--- config.mk ---
export PLATFORM = sky130hd
export DESIGN_NAME = uart_wb_sequencer
export DESIGN_NICKNAME = d
export VERILOG_FILES = /design/src/rtl/uart_wb_sequencer.sv
export SDC_FILE = /design/constraint.sdc
export NUM_CORES = 1
export LEC_CHECK = 0
export CAP_MARGIN = 20
export CELL_PAD_IN_SITES_DETAIL_PLACEMENT = 2
export CELL_PAD_IN_SITES_GLOBAL_PLACEMENT = 2
export CORE_MARGIN = 2
export CORE_UTILIZATION = 42
export DETAILED_ROUTE_END_ITERATION = 8
export DONT_BUFFER_PORTS = 1
export GPL_ROUTABILITY_DRIVEN = 1
export GPL_TIMING_DRIVEN = 0
export PLACE_DENSITY_LB_ADDON = 0.25
export SLEW_MARGIN = 5
export SYNTH_ARGS = -nofsm -noshare
export SYNTH_HDL_FRONTEND = slang
export SYNTH_SLANG_ARGS = --single-unit
--- constraint.sdc ---
create_clock -name clk -period 4.23 [get_ports clk]
set_input_delay 0.846 -clock clk [delete_from_list [all_inputs] [get_ports clk]]
set_output_delay 0.846 -clock clk [all_outputs]
set_load 0.05 [all_outputs]
--- src/rtl/uart_wb_sequencer.sv ---
// uart_wb_sequencer: Wishbone master that configures a 16550 UART and moves bytes between streams and THR/RBR
// Ports: clk/rst_n (async active-low); wb_* classic Wishbone master to uart_top;
// tx_data/tx_valid/tx_ready transmit stream in; rx_data/rx_valid/rx_ready receive stream out;
// cfg_done sticky after configuration; err sticky on ack timeout.
module uart_wb_sequencer #(
    parameter logic [15:0] DIVISOR     = 16'd27,
    parameter logic [7:0]  LCR_VAL     = 8'h03,
    parameter logic [7:0]  FCR_VAL     = 8'h07,
    parameter logic [7:0]  ACK_TIMEOUT = 8'd255
) (
    input  logic       clk,
    input  logic       rst_n,
    output logic [2:0] wb_adr_o,
    output logic [7:0] wb_dat_o,
    input  logic [7:0] wb_dat_i,
    output logic       wb_we_o,
    output logic       wb_stb_o,
    output logic       wb_cyc_o,
    output logic [3:0] wb_sel_o,
    input  logic       wb_ack_i,
    input  logic [7:0] tx_data,
    input  logic       tx_valid,
    output logic       tx_ready,
    output logic [7:0] rx_data,
    output logic       rx_valid,
    input  logic       rx_ready,
    output logic       cfg_done,
    output logic       err
);
    typedef enum logic [3:0] {CFG0, CFG1, CFG2, CFG3, CFG4, CFG5, IDLE, POLL, RD_RBR, WR_THR, ERR} state_t;
    state_t state;
    logic [7:0] tmo_cnt;
    logic [2:0] acc_adr;
    logic [7:0] acc_dat;
    logic       acc_we;
    // IDLE issues the LSR poll directly, so it shares the POLL access
    always_comb begin
        acc_adr = 3'd5;
        acc_dat = 8'h00;
        acc_we  = 1'b1;
        unique case (state)
            CFG0:       begin acc_adr = 3'd3; acc_dat = 8'h80 | LCR_VAL; end
            CFG1:       begin acc_adr = 3'd0; acc_dat = DIVISOR[7:0]; end
            CFG2:       begin acc_adr = 3'd1; acc_dat = DIVISOR[15:8]; end
            CFG3:       begin acc_adr = 3'd3; acc_dat = LCR_VAL; end
            CFG4:       begin acc_adr = 3'd2; acc_dat = FCR_VAL; end
            CFG5:       acc_adr = 3'd1;
            RD_RBR:     begin acc_adr = 3'd0; acc_we = 1'b0; end
            WR_THR:     begin acc_adr = 3'd0; acc_dat = tx_data; end
            default:    acc_we = 1'b0;
        endcase
    end
    assign wb_sel_o = {4{wb_cyc_o}};
    always_ff @(posedge clk or negedge rst_n) begin
        if (!rst_n) begin
            state    <= CFG0;
            tmo_cnt  <= 8'd0;
            wb_adr_o <= 3'd0;
            wb_dat_o <= 8'd0;
            wb_we_o  <= 1'b0;
            wb_stb_o <= 1'b0;
            wb_cyc_o <= 1'b0;
            tx_ready <= 1'b0;
            rx_data  <= 8'd0;
            rx_valid <= 1'b0;
            cfg_done <= 1'b0;
            err      <= 1'b0;
        end else begin
            tx_ready <= 1'b0;
            if (rx_valid && rx_ready)
                rx_valid <= 1'b0;
            if (wb_cyc_o) begin
                // ack is tested before the timeout so a late ack still completes the access
                if (wb_ack_i) begin
                    wb_cyc_o <= 1'b0;
                    wb_stb_o <= 1'b0;
                    wb_we_o  <= 1'b0;
                    unique case (state)
                        CFG5:    begin cfg_done <= 1'b1; state <= IDLE; end
                        POLL:    state <= (wb_dat_i[0] && !rx_valid) ? RD_RBR :
                                          (wb_dat_i[5] && tx_valid) ? WR_THR : IDLE;
                        RD_RBR:  begin rx_data <= wb_dat_i; rx_valid <= 1'b1; state <= IDLE; end
                        WR_THR:  begin tx_ready <= 1'b1; state <= IDLE; end
                        default: state <= state_t'(state + 4'd1);
                    endcase
                end else if (tmo_cnt == ACK_TIMEOUT - 8'd1) begin
                    wb_cyc_o <= 1'b0;
                    wb_stb_o <= 1'b0;
                    wb_we_o  <= 1'b0;
                    err      <= 1'b1;
                    state    <= ERR;
                end else begin
                    tmo_cnt <= tmo_cnt + 8'd1;
                end
            end else if (state != ERR && (state != IDLE || !rx_valid || tx_valid)) begin
                wb_cyc_o <= 1'b1;
                wb_stb_o <= 1'b1;
                wb_we_o  <= acc_we;
                wb_adr_o <= acc_adr;
                wb_dat_o <= acc_dat;
                tmo_cnt  <= 8'd0;
                if (state == IDLE)
                    state <= POLL;
            end
        end
    end
endmodule
== After elaboration in Yosys (flattened, before gate mapping) ==
Index checks and enable logic that the tools add are counted.
Word-level totals
  register bits after elaboration: 38
  input bits: 21
  output and inout bits: 30
  word-level logic and storage cells: 85
Operators by class
  add/sub/neg operators: 2
  equality and inequality tests: 15
  multiplexer cells: 32
  bitwise logic cells: 2
  reduce and logical (&&, ||, !) cells: 22
Operators with widths (number)
  $pmux W8 S5: 1
  $mux W8: 4
  $mux W4: 7
  $mux W1: 18
  $eq A4 B3 Y1 const B: 4
  $reduce_and A3 Y1: 5
  $pmux W3 S4: 1
  $add A8 B1 Y8 const B: 1
  $eq A4 B2 Y1 const B: 2
  $eq A4 B4 Y1 const B: 2
  $eq A8 B8 Y1 const B: 1
  $pmux W4 S2: 1
  $reduce_or A7 Y1: 1
  $reduce_or A3 Y1: 2
  $add A4 B1 Y4 const B: 1
  $eq A4 B1 Y1 const B: 1
  $logic_and A1 B1 Y1: 4
  $logic_not A4 Y1: 1
  $ne A2 B2 Y1 const B: 2
  $ne A4 B3 Y1 const B: 1
  $ne A4 B4 Y1 const B: 1
  $reduce_and A2 Y1: 2
  $reduce_bool A2 Y1: 2
  $reduce_or A2 Y1: 2
  other kinds (4): 6

== Depth between registers and ports, before layout ==
  word-level depth: 6
  depth in mapped cells: 8
  mapped depth without buffers: 6

== Least setup slack after synthesis ==
Ideal clock, no wire load.
  path type: input -> register
  start point: input port tx_valid
  end point: register tmo_cnt[0]
  library setup time: 0.130 ns
  data arrival time: 1.755 ns
  data required time: 4.100 ns
  slack: 2.345 ns
  cell stages on the path: 6
  path buffers: 2
  cells stage by stage: and4bb_1 > a211o_1 > buf_6 > buf_6 > nand3_1 > o21ai_1
Between the ends
  longest elaborated chain between the ends: 4
Ends and longest elaborated chain
  from (decl): line 22  | input logic tx_valid,
  $logic_or A1 B1 Y1: line 95  | end else if (state != ERR && (state != IDLE || !rx_valid || tx_valid)) begin
  $logic_and A1 B1 Y1: line 95
  $reduce_bool A2 Y1 (no line)
  $reduce_and A3 Y1 (no line)
  to (signal assigned): line 93  | tmo_cnt <= tmo_cnt + 8'd1;
  to (decl): line 32  | logic [7:0] tmo_cnt;
Every way passes these cells.
A chain may end at the register's enable or synchronous reset.

== Final worst setup path ==
  start point: register wb_cyc_o
  end point: output port wb_sel_o[1]
RTL lines
  from (decl): line 18  | output logic wb_cyc_o,
  from (signal assigned): line 62  | wb_cyc_o <= 1'b0;
  from (signal assigned): line 75  | wb_cyc_o <= 1'b0;
  from (signal assigned): line 87  | wb_cyc_o <= 1'b0;
  to (decl): line 19  | output logic [3:0] wb_sel_o,
No word-level cell between the ends.

==> impl_metrics.py <==
metrics = {
    "timing": {
        "fmax_ghz": 0.448,
        "final_max_slew_viol_count": 0,
        "post-route-period-util": 0.527,
        "rsz0062_at_grt": "no",
        "hold_viol_final": 0,
        "fin_crit_ns": 2.23,
        "setup_tns_ns": 0,
        "relSlewSlack": 0.557,
        "fin_skew_ns": 0.00672,
        "setup_violations": 0,
        "worst_slew_pin_slew_ns": 0.665,
    },
    "worst_setup_path": {
        "worstSetupStartpointType": "flip-flop",
        "crit_slowest_cell": "dfrtp_1",
        "required_ns": 3.38,
        "cp.arrival_ns": 1.39,
        "cp_num_buf_inv": 1,
        "path_delay_family": "flip-flops",
        "worstPathMaxFanout": 8,
        "crit_path_max_incr_delay_ns": 0.77,
        "end_kind": "output port",
        "crit_type": "reg -> out",
        "path_cells": "buf_4",
    },
    "grt": {
        "grt_pass1_vias": 1802,
        "grt_max_degree": 39,
        "grt_usage": 0.236,
        "antenna_found_initial": 0,
        "grt_pass1_wl_um": 9770,
        "grt_overflow": 0,
    },
    "cells_and_area": {
        "fillCellCount": 522,
        "drive_gt1_frac": 0.209,
        "syn_to_final_growth_pct": 8.92,
        "final_nets": 237,
        "diodes": 0,
    },
    "synthesis": {
        "synth_compound_area_frac": 0.182,
        "synth-simple-area-share": 0.185,
        "seq_area_frac_synth": 0.446,
        "synth-edff-count": 0,
        "ys_ff_latch": 38,
        "muxShareOfSynthArea": 0.0757,
        "synthAdderAreaFrac": 0.0352,
        "ys_dominant_reg_cell": "dfrtp_1",
        "synth_top_family_by_area": "simple AND/OR/NAND/NOR gates",
        "synth.net_count": 230,
        "ys.warnings.count": 0,
        "synth_xor_area_frac": 0.00411,
        "syn_avg_cell_area_um2": 10.5,
        "syn_inst": 203,
        "synth_cell_type_count": 51,
        "synth.cell_area_um2": 2130,
        "async_flop_share": 1.00,
    },
    "placement": {
        "routabilityCongestion": 0.814,
        "port_buffers": 0,
        "dpl.hpwl_um": 4330,
    },
    "route": {
        "routed_wl_um": 6100,
        "ant_nets": 0,
        "vias": 1644,
        "vias_per_cell": 5.91,
        "drt_pass1_iterations": 4,
        "drc": 0,
        "wl_per_cell_um": 21.9,
        "drt_iter0_markers": 85,
    },
    "die": {
        "die_h_um": 75.3,
        "coreArea_um2": 4820,
        "start_util": 0.443,
        "die_w_um": 75.3,
        "dieArea_um2": 5670,
        "ios": 51,
        "placementRows": 25,
    },
    "cts": {
        "cts_resized": 0,
        "cts_buffers": 5,
        "cts_setup_buffers": 0,
        "clkSinkCount": 38,
        "clk_pin_slew_ns": 0.08,
        "cts_hold_buf": 0,
        "root_buffer": "clkbuf_8",
        "clkLatencyLatePin_ns": 0.29,
        "clockBufferDepth": 2,
        "h-tree-depth": 2,
        "cts_tree": "built",
    },
    "power_and_ir_drop": {
        "power_per_cell_area_nw_per_um2": 910,
        "p_leak_nw": 1.09,
        "ir_drop_mv": 0.314,
        "power_mw": 2.11,
    },
    "flow_run": {
        "maxCapViolCount": 0,
    },
    "status": {
        "status": "finished, final reports clean",
    },
    "min_path": {
        "hp-class": "in -> async",
    },
}
-- path summary, 6_finish.rpt --
check / start / endpoint / slack [ns] / cells past startpoint
setup / recovery: wb_cyc_o$_DFF_PN0_ / wb_sel_o[1] / 2.00 / 1
hold / removal: rst_n / rx_data[6]$_DFFE_PN0P_ / 0.24 / 0
setup reg to reg: wb_cyc_o$_DFF_PN0_ / state[0]$_DFFE_PN0P_ / 2.18 / 4
hold reg to reg: tmo_cnt[2]$_DFFE_PN0P_ / tmo_cnt[2]$_DFFE_PN0P_ / 0.55 / 1
max in group asynchronous: rst_n / rx_valid$_DFF_PN0_ / 3.90 / 0
min in group clk: tmo_cnt[2]$_DFFE_PN0P_ / tmo_cnt[2]$_DFFE_PN0P_ / 0.55 / 1
-- cells in the final DEF, fill, tap and decap left out, types with 3 or more instances in the layout --
master | Yosys | layout
clkbuf_8 | 0 | 5
nor2b_1 | 3 | 3
ha_1 | 6 | 6
nand4_1 | 6 | 6
nand3_1 | 5 | 5
mux2i_1 | 3 | 3
nor2_1 | 14 | 14
mux2_4 | 8 | 8
buf_4 | 7 | 7
a21oi_1 | 6 | 6
a31oi_1 | 3 | 3
o21ai_1 | 4 | 4
buf_6 | 5 | 5
clkbuf_1 | 1 | 3
nor3_1 | 3 | 3
nand2_1 | 20 | 20
nand2b_1 | 4 | 4
o21ai_0 | 8 | 8
dfrtp_1 | 38 | 38
inv_1 | 8 | 8
o21ai_2 | 7 | 7
o31ai_2 | 3 | 3
-- synth_stat cells (2+ instances only) --
cell type / count / area [um2]
o21ai_2: 7 / 61.3
o31ai_2: 3 / 37.5
ha_1: 6 / 75.1
mux2i_1: 3 / 30.0
nand2b_1: 4 / 25.0
a21oi_1: 6 / 30.0
o21ai_1: 4 / 20.0
nor2_1: 14 / 52.6
inv_1: 8 / 30.0
o21ai_0: 8 / 40.0
o21a_1: 2 / 15.0
o211ai_1: 2 / 15.0
and2b_1: 2 / 15.0
nor3_1: 3 / 15.0
nand4_1: 6 / 37.5
o31ai_1: 2 / 15.0
buf_6: 5 / 56.3
mux2_4: 8 / 120
and3_1: 2 / 12.5
and2_1: 2 / 12.5
buf_2: 2 / 10.0
o21bai_1: 2 / 15.0
o32a_1: 2 / 20.0
a21o_1: 2 / 15.0
nor2b_1: 3 / 18.8
nand3_1: 5 / 25.0
a41o_1: 2 / 20.0
buf_4: 7 / 52.6
dfrtp_1: 38 / 951
nand2_1: 20 / 75.1
a31oi_1: 3 / 18.8
-- where the power goes --
group | total (mW) | switching (mW) | internal [mW]
Sequential | 0.944 | 0.461 | 0.483
Clock | 0.308 | 0.131 | 0.177
Combinational | 0.863 | 0.533 | 0.330
Total | 2.11 | 1.13 | 0.990
-- registers in the layout (all words and copies together) (netlist names) --
register,cells
err,1
cfg_done,1
tx_ready,1
wb_adr_o,3
tmo_cnt,8
state,4
rx_valid,1
wb_cyc_o,1
wb_dat_o,8
wb_we_o,1
wb_stb_o,1
rx_data,8
-- metrics by stage --
stage	std cells	hold slack [ns]	util	worst slack, ns	area (um2)
after floorplan	203	0.473	-	2.34	2130
after global placement	270	0.508	0.460	2.15	2220
after detailed placement	270	0.550	0.460	2.10	2220
after CTS	278	0.235	0.482	1.99	2320
after global routing	278	0.223	0.482	1.95	2320
final	278	0.239	0.482	2.00	2320
-- routing by layer --
metal	part of all wire	vias to the layer above	GRT usage	wire length [um]
li1	-	742	-	-
met1	0.43	860	0.315	2600
met2	0.52	36	0.397	3180
met3	0.039	6	0.0482	236
met4	0.012	0	0.0585	72
met5	0	-	0	0
-- area by class of cell --
class / count / area (um2) / share of cell area
inverter: 8 / 30.0 / 0.0129
buffer: 15 / 123 / 0.0528
sequential: 38 / 951 / 0.409
multi-input combinational: 142 / 1030 / 0.443
clock inverter: 1 / 30.0 / 0.0129
clock buffer: 7 / 76.3 / 0.0328
tap: 67 / 83.8 / 0.0361
-- cell families (layout without fill, tap and decap cells) --
group                      after synthesis  in the layout
AOI/OAI and AO/OA                       52             52
xor gates and xnor gates                 1              1
adders and majority gates                6              6
buffers and inverters                   23             31
DFF                                     38             38
muxes                                   12             12
and+or+nand+nor                         71             71
Note: power is estimated with default switching activity, not from simulation.
